[src/rtl/sga_direction_queue.sv]
// sga_direction_queue: per-player key edge detector with a small turn FIFO; each step commits one queued turn.
module sga_direction_queue #(
  parameter int PLAYERS = 1,
  parameter int DEPTH = 2,
  parameter int ALLOW_REVERSE = 0,
  parameter logic [1:0] INIT_DIR = 2'b00
) (
  input  logic                 clock,
  input  logic                 restart_n,
  input  logic                 clear,
  input  logic                 enable,
  input  logic [PLAYERS-1:0]   left,
  input  logic [PLAYERS-1:0]   up,
  input  logic [PLAYERS-1:0]   down,
  input  logic [PLAYERS-1:0]   right,
  input  logic                 step,
  output logic [2*PLAYERS-1:0] direction,
  output logic [PLAYERS-1:0]   pending,
  output logic [PLAYERS-1:0]   played,
  output logic [PLAYERS-1:0]   overflow
);
  localparam int PW = $clog2(DEPTH);
  localparam int CW = $clog2(DEPTH) + 1;
  genvar p;
  for (p = 0; p < PLAYERS; p++) begin : g_p
    logic [3:0] lvl, prev, rise;
    logic [1:0] q [DEPTH];
    logic [PW-1:0] rd, wr;
    logic [CW-1:0] cnt;
    logic [1:0] dir, cand, last;
    logic ok, pop, room, push, pl, ovf;
    assign lvl  = {left[p], up[p], down[p], right[p]};
    assign rise = lvl & ~prev;
    always_comb begin
      cand = rise[3] ? 2'b01 : rise[2] ? 2'b11 : rise[1] ? 2'b10 : 2'b00;
      last = (cnt != '0) ? q[wr - PW'(1)] : dir;
      ok   = enable && (|rise) && cand != last && (ALLOW_REVERSE != 0 || cand != (last ^ 2'b01));
      pop  = step && cnt != '0;
      room = cnt < CW'(DEPTH) || pop;
      push = ok && room;
    end
    always_ff @(posedge clock)
      if (push && !clear) q[wr] <= cand;
    // previous levels reset high so a key held through reset release is not a press
    always_ff @(posedge clock or negedge restart_n)
      if (!restart_n) begin
        prev <= '1;
        rd   <= '0;
        wr   <= '0;
        cnt  <= '0;
        dir  <= INIT_DIR;
        pl   <= 1'b0;
        ovf  <= 1'b0;
      end else if (clear) begin
        prev <= lvl;
        rd   <= '0;
        wr   <= '0;
        cnt  <= '0;
        dir  <= INIT_DIR;
        pl   <= 1'b0;
        ovf  <= 1'b0;
      end else begin
        prev <= lvl;
        if (pop) begin
          dir <= q[rd];
          rd  <= rd + PW'(1);
        end
        if (push) wr <= wr + PW'(1);
        cnt <= cnt + CW'(push) - CW'(pop);
        pl  <= push;
        if (ok && !room) ovf <= 1'b1;
      end
    assign direction[2*p +: 2] = dir;
    assign pending[p]  = cnt != '0;
    assign played[p]   = pl;
    assign overflow[p] = ovf;
  end
endmodule

[config.mk]
export PLATFORM = sky130hd
export DESIGN_NAME = sga_direction_queue
export DESIGN_NICKNAME = d
export VERILOG_FILES = /design/src/rtl/sga_direction_queue.sv
export SDC_FILE = /design/constraint.sdc
export NUM_CORES = 1
export LEC_CHECK = 0
export ABC_AREA = 1
export BUFFER_PORTS_ARGS = -buffer_cell sky130_fd_sc_hd__buf_2
export CORE_MARGIN = 3
export CORE_UTILIZATION = 47
export CTS_CLUSTER_DIAMETER = 30
export DETAILED_ROUTE_END_ITERATION = 8
export PLACE_DENSITY = 0.72
export SYNTH_ARGS = -nofsm -noshare
export SYNTH_HDL_FRONTEND = slang
export SYNTH_SLANG_ARGS = --single-unit
export TNS_END_PERCENT = 100
[constraint.sdc]
create_clock -name clock -period 1.9 [get_ports clock]
set_clock_uncertainty 0.05 [all_clocks]
set_input_delay 0.38 -clock clock [delete_from_list [all_inputs] [get_ports clock]]
set_output_delay 0.38 -clock clock [all_outputs]
set_load 0.05 [all_outputs]
==> results of run 1 <==
## per-stage QoR
step / std cells / area [um2]
3_3_place_gp: 110 / 861
3_5_place_dp: 110 / 861
2_1_floorplan: 81 / 773
5_1_grt: 121 / 987
4_1_cts: 116 / 907
6_report: 121 / 987
## how the worst max path moves through the flow
stage / from / to / slack [ns] / depth (start not counted)
5_1_grt: g_p[0].cnt[1]$_DFF_PN0_ / g_p[0].cnt[1]$_DFF_PN0_ / -0.06 / 13
3_3_place_gp: left / g_p[0].cnt[1]$_DFF_PN0_ / 0.04 / 13
2_1_floorplan: direction[1]$_DFFE_PN0P_ / g_p[0].cnt[1]$_DFF_PN0_ / 0.04 / 10
3_5_place_dp: left / g_p[0].cnt[1]$_DFF_PN0_ / -0.02 / 13
4_1_cts: g_p[0].prev[3]$_DFF_PN1_ / g_p[0].cnt[1]$_DFF_PN0_ / 0.0008 / 12
6_report: g_p[0].prev[2]$_DFF_PN1_ / g_p[0].cnt[1]$_DFF_PN0_ / 0.05 / 12
## power breakdown
part	internal [W]	switching, W	total (W)
logic	0.000233	0.000402	0.000634
registers	0.000414	0.0000324	0.000446
clock network	0.0000817	0.000104	0.000186
total	0.000728	0.000539	0.00127
## logic make-up (layout without fill, tap and decap cells)
kind of cell             Yosys count  in the layout
XOR/XNOR                           2              2
AND/OR/NAND/NOR                   38             38
adder cells (fa/ha/maj)            2              2
flip-flops                        16             16
AO/OA/AOI/OAI                      5              5
buffers and inverters             18             42
## sequential cells by signal, summed over array words and instances (netlist names)
name	cells
g_p.rd	1
overflow	1
g_p.q	4
g_p.cnt	2
g_p.prev	4
direction	2
g_p.wr	1
played	1
## cell usage after synthesis (2+ instances only)
library cell,count
inv_2,3
nand2_1,17
dfrtp_1,8
dfstp_2,4
nand2_4,3
inv_1,13
ha_1,2
edfxtp_1,4
nor2_1,10
## worst max-delay path, delay by kind of cell, from the launching register on
| family | cells | cell delay [ns] |
|---|---|---|
| AND/OR/NAND/NOR | 7 | 0.60 |
| flip-flops | 1 | 0.52 |
| adder cells (fa/ha/maj) | 2 | 0.40 |
| XOR/XNOR | 1 | 0.15 |
| buffers and inverters | 2 | 0.07 |
## layer usage
layer	vias up	GRT usage [%]	part of all wire (%)
met3	5	2.34	5.5
li1	298	-	-
met1	261	14.8	43
met2	16	24.2	48
met4	0	11.9	3.3
met5	-	0	0
## placed cells by master, fill, tap and decap left out, drive strengths merged
cell type / count
a21oi: 2
a311oi: 1
buf: 20
clkbuf: 4
clkinv: 1
dfrtp: 8
dfstp: 4
dlygate4sd3: 1
edfxtp: 4
ha: 2
inv: 16
nand2: 21
nand3: 2
nand3b: 1
nand4: 1
nor2: 12
nor3: 1
o21ai: 1
o41ai: 1
xnor2: 1
xor2: 1
## repair_timing
action                                  in CTS  in global routing
gates resized for setup                      1                 11
endpoints found under the setup margin       1                  2
pin swaps                                    1                  7
buffers inserted                             1                  5
hold buffers                                 1                  0
hold endpoints to repair                     8                  0
## area by class of cell
cell class / count / share of cell area, %
clock buffer: 4 / 2.66
inverter: 17 / 6.59
multi-input combinational: 47 / 32.6
sequential: 16 / 43.2
tap: 16 / 2.03
timing repair buffer: 21 / 12.9
==> flow_metrics.env, run 1 <==
export IMPL_firstDrtPassIters=4
export IMPL_finalWorstSetupSlack_ns=0.0528
export IMPL_max_freq_mhz=541
export IMPL_synth_simple_area_share_pct=25.6
export IMPL_antenna_diode_count=0
export IMPL_fin_nets=117
export IMPL_critPathRequiredTime_ns=2.08
export IMPL_whs_endpoint="g_p[0].prev[0]$_DFF_PN1_"
export IMPL_crit_slowest_cell="dfstp_2"
export IMPL_path_cells="inv_1 > nand2_1 > nand2_1 > nand2_2 > nor2_4 > nor2_4 > nand2_4 > ha_4 > inv_2 > ha_4 > xor2_1 > nor2_1"
export IMPL_synth_top_family_by_area="simple AND/OR/NAND/NOR gates"
export IMPL_areaGrowthSynthToFinish_pct=27.9
export IMPL_period_minus_slack_ns=1.85
export IMPL_cts_max_path_buffers=2
export IMPL_cts_buffers_inserted=3
export IMPL_yosysTopAreaCell="dfrtp_1"
export IMPL_avgSynthCellArea_um2=9.53
export IMPL_detail_route_antenna_nets=0
export IMPL_start_util_pct=50.7
export IMPL_htreeDepth=1
export IMPL_timing_rr_start="g_p[0].prev[2]$_DFF_PN1_"
export IMPL_power_density_mw_per_mm2=1280
export IMPL_drc=0
export IMPL_dp_hpwl_um=952
export IMPL_worst_slew_pin_slew_ns=0.348
export IMPL_via_per_inst=4.79
export IMPL_syn_inst=81
export IMPL_slew_headroom_pct=76.5
export IMPL_hold_viol_final=0
export IMPL_grt_pass1_wl_mm=1.99
export IMPL_finalPower_w=0.00127
export IMPL_io_pins=14
export IMPL_r2r_slack_ns=0.05
export IMPL_drt_iter0_drc=11
export IMPL_grt_usage_pct=14.2
export IMPL_startpoint_type="flop"
export IMPL_grt_setup_unrepaired="true"
export IMPL_muxShareOfSynthArea_pct=0
export IMPL_synth_top_area_share_pct=25.9
export IMPL_route_detailed_wl_per_inst_um=11.2
export IMPL_cp_arrival_ns=2.02
export IMPL_r2r_cells=12
export IMPL_synthArstFlopShare_pct=75.0
export IMPL_synth_compound_gate_area_share_pct=4.70
export IMPL_ir_drop_uv=794
export IMPL_grt_max_degree=13
export IMPL_io_buffers=13
export IMPL_status="finished clean"
export IMPL_multi_input_area_um2=322
export IMPL_core_area_mm2=0.00152
export IMPL_final_core_util_pct=64.8
export IMPL_max_stage_delay_ns=0.52
export IMPL_syn_nets=92
export IMPL_synth_cell_types=26
export IMPL_place_ws_ns=-0.0166
export IMPL_die_h_um=46.5
export IMPL_root_buffer="clkbuf_4"
export IMPL_grt_pass1_vias=504
export IMPL_std_cell_rows=14
export IMPL_regArea_um2=427
export IMPL_netlist_area_um2=772
export IMPL_ys_ff_latch=16
export IMPL_synth_xor_xnor_area_share_pct=2.27
export IMPL_hp_start="right"
export IMPL_whs_path_depth=1
export IMPL_endpoint_kind="flop"
export IMPL_antenna_found_initial=0
export IMPL_final_period_utilization_pct=97.2
export IMPL_crit_fanout=3
export IMPL_yosys_top_cells_area="dfrtp_1, edfxtp_1, dfstp_2, nand2_1, inv_1"
export IMPL_chipWidth_um=46.5
export IMPL_setup_violations=0
export IMPL_yosysSeqAreaShare_pct=55.1
export IMPL_clk_pin_slew_ns=0.09
export IMPL_leakage_nw=0.499
export IMPL_drive_above_1_share_pct=48.6
export IMPL_synth_edff_count=4
export IMPL_fillers=136
export IMPL_ys_warn_count=0
export IMPL_worstSetupPathType="reg2reg"
export IMPL_place_gp_congestion=0.856
export IMPL_holdWs_ns=0.140
export IMPL_slew_viol_final=0
export IMPL_die_area_mm2=0.00217
export IMPL_hold_path_class="in2reg"
export IMPL_dr_total_vias=580
export IMPL_ys_flop_type="dfrtp_1"
export IMPL_grt_overflow_total=0
export IMPL_max_cap_violations=0
export IMPL_tns_ns=0
export IMPL_worstSkewPairLatency_ns=0.29
export IMPL_rr_endpoint="g_p[0].cnt[1]$_DFF_PN0_"
export IMPL_drt_wl_total_mm=1.35
export IMPL_cts_tree="built"
export IMPL_cts_num_sinks=16
export IMPL_synth_fa_ha_area_share_pct=3.24
(Power assumes the default switching activity.)
==> inputs of run 2 (changes only) <==
--- a/config.mk
+++ b/config.mk
@@ -7,6 +7,7 @@
 export LEC_CHECK = 0
 export ABC_AREA = 1
 export BUFFER_PORTS_ARGS = -buffer_cell sky130_fd_sc_hd__buf_2
+export CAP_MARGIN = 20
 export CORE_MARGIN = 3
 export CORE_UTILIZATION = 47
 export CTS_CLUSTER_DIAMETER = 30
==> constraint.sdc (replaced) <==
create_clock -name clock -period 1.5 [get_ports clock]
set_clock_uncertainty 0.05 [all_clocks]
set_input_delay 0.3 -clock clock [delete_from_list [all_inputs] [get_ports clock]]
set_output_delay 0.3 -clock clock [all_outputs]
set_load 0.05 [all_outputs]
==> run 2 against run 1 <==
Effect of this change:
- the flow now finishes with violations (setup timing)
- clock power rose by 22%
- combinational power rose by 53%
- sequential share of layout area fell by 3.2 points
- critical path type unchanged
==> flow_metrics.env, run 2 (synthesis gave the netlist of run 1 again) <==
export IMPL_critPathRequiredTime_ns=1.63
export IMPL_endpoint_kind="flop"
export IMPL_grt_usage_pct=14.9
export IMPL_holdWs_ns=0.0644
export IMPL_status="finished, violations left"
export IMPL_place_gp_congestion=0.815
export IMPL_route_detailed_wl_per_inst_um=11.2
export IMPL_hold_path_class="in2reg"
export IMPL_leakage_nw=0.544
export IMPL_drc=0
export IMPL_max_cap_violations=0
export IMPL_cts_max_path_buffers=2
export IMPL_dr_total_vias=649
export IMPL_slew_headroom_pct=81.0
export IMPL_fin_nets=126
export IMPL_worstSkewPairLatency_ns=0.28
export IMPL_final_core_util_pct=70.0
export IMPL_layout_common_cells="buf_4, buf_2, inv_1, nand2_1, nor2_1"
export IMPL_place_ws_ns=-0.318
export IMPL_period_minus_slack_ns=1.81
export IMPL_htreeDepth=1
export IMPL_chipWidth_um=46.5
export IMPL_io_buffers=13
export IMPL_power_density_mw_per_mm2=1660
export IMPL_io_pins=14
export IMPL_grt_setup_unrepaired="true"
export IMPL_clk_pin_slew_ns=0.09
export IMPL_setup_violations=7
export IMPL_root_buffer="clkbuf_4"
export IMPL_dp_hpwl_mm=1.09
export IMPL_crit_fanout=3
export IMPL_start_util_pct=50.7
export IMPL_grt_max_degree=13
export IMPL_worst_slew_pin_slew_ns=0.285
export IMPL_detail_route_antenna_nets=0
export IMPL_finalWorstSetupSlack_ns=-0.313
export IMPL_grt_pass1_wl_mm=2.26
export IMPL_via_per_inst=4.99
export IMPL_drt_wl_total_mm=1.45
export IMPL_die_area_mm2=0.00217
export IMPL_hold_viol_final=0
export IMPL_startpoint_type="flop"
export IMPL_timing_rr_start="g_p[0].cnt[1]$_DFF_PN0_"
export IMPL_drt_iter0_drc=3
export IMPL_grt_pass1_vias=595
export IMPL_cts_buffers_inserted=3
export IMPL_cp_arrival_ns=1.94
export IMPL_post_route_cell_area_mm2=0.00107
export IMPL_core_area_mm2=0.00152
export IMPL_slew_viol_final=0
export IMPL_cts_num_sinks=16
export IMPL_cts_tree="built"
export IMPL_worstSetupPathType="reg2reg"
export IMPL_dpl_instance_area_um2=980
export IMPL_instances_no_fill=130
export IMPL_ir_drop_uv=1150
export IMPL_drive_above_1_share_pct=54.4
export IMPL_std_cell_rows=14
export IMPL_areaGrowthSynthToFinish_pct=38.1
export IMPL_violations="setup timing"
export IMPL_final_period_utilization_pct=121
export IMPL_final_common_cell="buf_4"
export IMPL_place_inst=121
export IMPL_startpoint="g_p[0].cnt[1]$_DFF_PN0_"
export IMPL_max_freq_mhz=552
export IMPL_firstDrtPassIters=4
export IMPL_hp_start="down"
export IMPL_grt_overflow_total=0
export IMPL_top_regs="g_p.prev (4), g_p.q (4)"
export IMPL_antenna_found_initial=0
export IMPL_antenna_diode_count=0
export IMPL_die_h_um=46.5
## run 2: changes by cell type in the layout (fill, tap and decap cells not counted), sizes merged
cell    delta
buf        +9
clkbuf     -1
inv        +1
## run 2: cell type report
type	count	area (um2)
clock buffers	3	22.5
well taps	16	20.0
multi-input cells	47	328
flip-flops and latches	16	427
fillers	122	458
clock inverters	1	3.75
inverters	17	66.3
repair buffers	30	199
## run 2: layer usage
metal,track usage (%),share of wire [%]
met4,7.39,2.0
met3,2.34,6.9
met1,15.6,40
met5,0,0
met2,28.0,51
## run 2: timing repair
item,in CTS,in global routing
setup endpoints to repair,6,8
hold endpoints to repair,8,0
hold buffers,1,0
gates resized for setup,2,8
setup buffers,1,3
pin swaps,2,10
## run 2: path summary, 6_finish.rpt
kind | end | cells after the start | slack, ns
worst max-delay path | g_p[0].cnt[1]$_DFF_PN0_ | 13 | -0.31
worst min-delay path | g_p[0].prev[1]$_DFF_PN1_ | 1 | 0.06
worst max register to register | g_p[0].cnt[1]$_DFF_PN0_ | 13 | -0.31
worst min register to register | overflow$_DFFE_PN0P_ | 2 | 0.48
max in group asynchronous | g_p[0].prev[2]$_DFF_PN1_ | 2 | 0.76
min in group asynchronous | g_p[0].cnt[1]$_DFF_PN0_ | 2 | 0.36
## run 2: power by group
part | leakage (nW) | switching, W | total, W | internal [W]
clock network | 0.0154 | 0.000130 | 0.000227 | 0.0000966
logic | 0.343 | 0.000551 | 0.000970 | 0.000419
registers | 0.186 | 0.0000440 | 0.000568 | 0.000524
total | 0.544 | 0.000725 | 0.00177 | 0.00104
## run 2: through the flow
step / power [W] / TNS, ns
after global placement: 0.00141 / -1.10
after global routing: 0.00189 / -2.16
after detailed placement: 0.00143 / -1.36
after floorplan: 0.00116 / -0.877
final: 0.00177 / -1.48
after CTS: 0.00170 / -1.33
## run 2: worst max-delay path, stage by stage, from the launching register on
cell     delay, ns
dfrtp_1       0.40
inv_2         0.12
nand2_8       0.06
nand3_2       0.06
nand2_2       0.06
nand2_2       0.07
nand2_2       0.06
nor2_4        0.14
nand2_4       0.07
ha_4          0.26
inv_2         0.04
ha_4          0.14
xor2_1        0.12
nor2_1        0.05
==> inputs of run 3 (changes only) <==
--- a/config.mk
+++ b/config.mk
@@ -9,10 +9,11 @@
 export BUFFER_PORTS_ARGS = -buffer_cell sky130_fd_sc_hd__buf_2
 export CAP_MARGIN = 20
 export CORE_MARGIN = 3
-export CORE_UTILIZATION = 47
+export CORE_UTILIZATION = 52
 export CTS_CLUSTER_DIAMETER = 30
 export DETAILED_ROUTE_END_ITERATION = 8
-export PLACE_DENSITY = 0.72
+export PLACE_DENSITY = 0.75
+export SLEW_MARGIN = 25
 export SYNTH_ARGS = -nofsm -noshare
 export SYNTH_HDL_FRONTEND = slang
 export SYNTH_SLANG_ARGS = --single-unit
==> constraint.sdc (replaced) <==
create_clock -name clock -period 2 [get_ports clock]
set_clock_uncertainty 0.05 [all_clocks]
set_input_delay 0.4 -clock clock [delete_from_list [all_inputs] [get_ports clock]]
set_output_delay 0.4 -clock clock [all_outputs]
set_load 0.05 [all_outputs]
==> run 3 against run 2 <==
Effect of this change:
- the run now ends clean
- sequential power decreased by 25%
- first-iteration DRC count rose by 67%
- cell count shrank 12%
- utilization shrank 0.35 points
- hold slack better by 0.094 ns
- sequential share of layout area increased by 5.2 points
- setup slack improved by 0.41 ns
- combinational power fell by 45%
==> flow_metrics.env, run 3 (synthesis gave the netlist of run 1 again) <==
export IMPL_status="finished clean"
export IMPL_max_stage_delay_ns=0.52
export IMPL_chipWidth_um=44.5
export IMPL_met1_length_um=546
export IMPL_top_regs="g_p.prev (4), g_p.q (4)"
export IMPL_clk_pin_slew_ns=0.09
export IMPL_areaGrowthSynthToFinish_pct=21.7
export IMPL_routed_wl_met2_um=679
export IMPL_grt_overflow_total=0
export IMPL_grt_pass1_wl_mm=2.10
export IMPL_cts_max_path_buffers=2
export IMPL_fin_nets=112
export IMPL_p_sw_share_pct=43.3
export IMPL_period_minus_slack_ns=1.90
export IMPL_cts_tree="built"
export IMPL_cp_top_family="simple AND/OR/NAND/NOR gates"
export IMPL_cp_common_cell="nand2_2"
export IMPL_r2r_cells=12
export IMPL_root_buffer="clkbuf_4"
export IMPL_worstSetupPathType="reg2reg"
export IMPL_switchingPower_w=0.000490
export IMPL_ir_drop_uv=527
export IMPL_crit_fanout=3
export IMPL_htreeDepth=1
export IMPL_place_gp_congestion=0.771
export IMPL_grt_usage_pct=15.0
export IMPL_drive_above_1_share_pct=44.0
export IMPL_whs_endpoint="g_p[0].prev[1]$_DFF_PN1_"
export IMPL_wl_met3_um=62
export IMPL_antenna_diode_count=0
export IMPL_endpoint_kind="flop"
export IMPL_r2r_slack_ns=0.10
export IMPL_grt_max_degree=13
export IMPL_cp_arrival_ns=2.08
export IMPL_final_period_utilization_pct=95.0
export IMPL_grt_pass1_vias=530
export IMPL_power_frac_clock_pct=15.3
export IMPL_cts_buffers_inserted=3
export IMPL_holdWs_ns=0.158
export IMPL_pwr_share_comb_pct=47.2
export IMPL_die_h_um=44.5
export IMPL_path_cells="inv_1 > nand2_2 > nand2_4 > nand2_2 > nand2_2 > nor2_4 > nand2_4 > ha_4 > inv_1 > ha_1 > xor2_1 > nor2_1"
export IMPL_p_int_w=0.000643
export IMPL_cp_num_buf_inv=2
export IMPL_crit_slowest_cell="dfstp_2"
export IMPL_io_buffers=13
export IMPL_core_area_mm2=0.00135
export IMPL_drt_iter0_drc=5
export IMPL_seqPwrFrac_pct=37.5
export IMPL_max_freq_mhz=526
export IMPL_worst_slew_pin_slew_ns=0.261
export IMPL_fillers=116
export IMPL_critPathRequiredTime_ns=2.18
export IMPL_dr_total_vias=573
export IMPL_leakage_nw=0.483
export IMPL_timing_rr_start="g_p[0].prev[3]$_DFF_PN1_"
export IMPL_highest_layer="met4"
export IMPL_std_cell_rows=13
export IMPL_power_density_mw_per_mm2=1210
export IMPL_antenna_found_initial=0
export IMPL_hold_path_class="in2reg"
export IMPL_drc=0
export IMPL_layout_common_cells="inv_1, buf_2, nand2_1, nor2_1, dfrtp_1"
export IMPL_die_area_mm2=0.00198
export IMPL_io_pins=14
export IMPL_hp_start="down"
export IMPL_via_per_inst=4.98
export IMPL_slew_headroom_pct=82.4
export IMPL_dp_hpwl_um=997
export IMPL_firstDrtPassIters=4
export IMPL_rr_endpoint="g_p[0].cnt[1]$_DFF_PN0_"
export IMPL_slew_viol_final=0
export IMPL_finalPower_w=0.00113
export IMPL_setup_violations=0
export IMPL_start_util_pct=57.2
export IMPL_whs_path_depth=1
export IMPL_cts_num_sinks=16
export IMPL_route_detailed_wl_per_inst_um=11.7
export IMPL_detail_route_antenna_nets=0
export IMPL_drt_wl_total_mm=1.35
export IMPL_hold_viol_final=0
export IMPL_startpoint_type="flop"
export IMPL_worstSkewPairLatency_ns=0.29
export IMPL_max_cap_violations=0
-- run 3: layout make-up --
class / instances / area [um2] / area share (%)
clock buffer: 3 / 22.5 / 2.40
tap: 15 / 18.8 / 2.00
inverter: 17 / 65.1 / 6.92
multi-input combinational: 47 / 314 / 33.4
sequential: 16 / 425 / 45.3
timing repair buffer: 16 / 90.1 / 9.59
clock inverter: 1 / 3.75 / 0.399
-- run 3: per-stage QoR --
stage	setup slack [ns]	area, um2	cells	TNS, ns	utilization (%)
3_5_place_dp	0.0627	858	109	0	63.6
4_1_cts	0.0929	895	114	0	66.3
6_report	0.101	940	115	0	69.6
3_3_place_gp	0.104	858	109	0	63.6
5_1_grt	-0.0289	940	115	-0.0289	69.6
2_1_floorplan	0.0214	772	81	0	-
-- run 3: worst reg2reg max path: stages (launching register included) --
cell and delay (ns):
dfstp_2 0.52, inv_1 0.04, nand2_2 0.09, nand2_4 0.06, nand2_2 0.07, nand2_2 0.06, nor2_4 0.15, nand2_4 0.08
ha_4 0.27, inv_1 0.03, ha_1 0.17, xor2_1 0.15, nor2_1 0.10
-- run 3: power by group through the flow --
stage	logic, W	clock network [W]	registers, W
2_1_floorplan	0.000327	0	0.000481
3_5_place_dp	0.000479	0	0.000432
3_3_place_gp	0.000465	0	0.000430
4_1_cts	0.000483	0.000179	0.000425
6_report	0.000534	0.000174	0.000425
5_1_grt	0.000588	0.000186	0.000431
-- run 3: how the worst max path moves through the flow --
stage | start | end | slack [ns] | cells past startpoint
after global placement | left | g_p[0].cnt[1]$_DFF_PN0_ | 0.10 | 13
after CTS | g_p[0].prev[1]$_DFF_PN1_ | g_p[0].cnt[1]$_DFF_PN0_ | 0.09 | 12
after global routing | g_p[0].cnt[1]$_DFF_PN0_ | g_p[0].cnt[1]$_DFF_PN0_ | -0.03 | 13
after detailed placement | left | g_p[0].cnt[1]$_DFF_PN0_ | 0.06 | 13
after floorplan | direction[1]$_DFFE_PN0P_ | g_p[0].cnt[1]$_DFF_PN0_ | 0.02 | 11
final | g_p[0].prev[3]$_DFF_PN1_ | g_p[0].cnt[1]$_DFF_PN0_ | 0.10 | 12
-- run 3: repair_timing --
item / in CTS / in global routing
endpoints found under the setup margin: 0 / 2
gates resized for setup: 0 / 10
buffers inserted: 0 / 1
hold buffers: 1 / 0
hold endpoints to repair: 8 / 0
-- run 3: layer usage --
metal | vias up | global-route usage (%)
li1 | 289 | -
met3 | 9 | 2.44
met2 | 18 | 24.9
met1 | 257 | 16.5
met5 | - | 0
met4 | 0 | 12.7
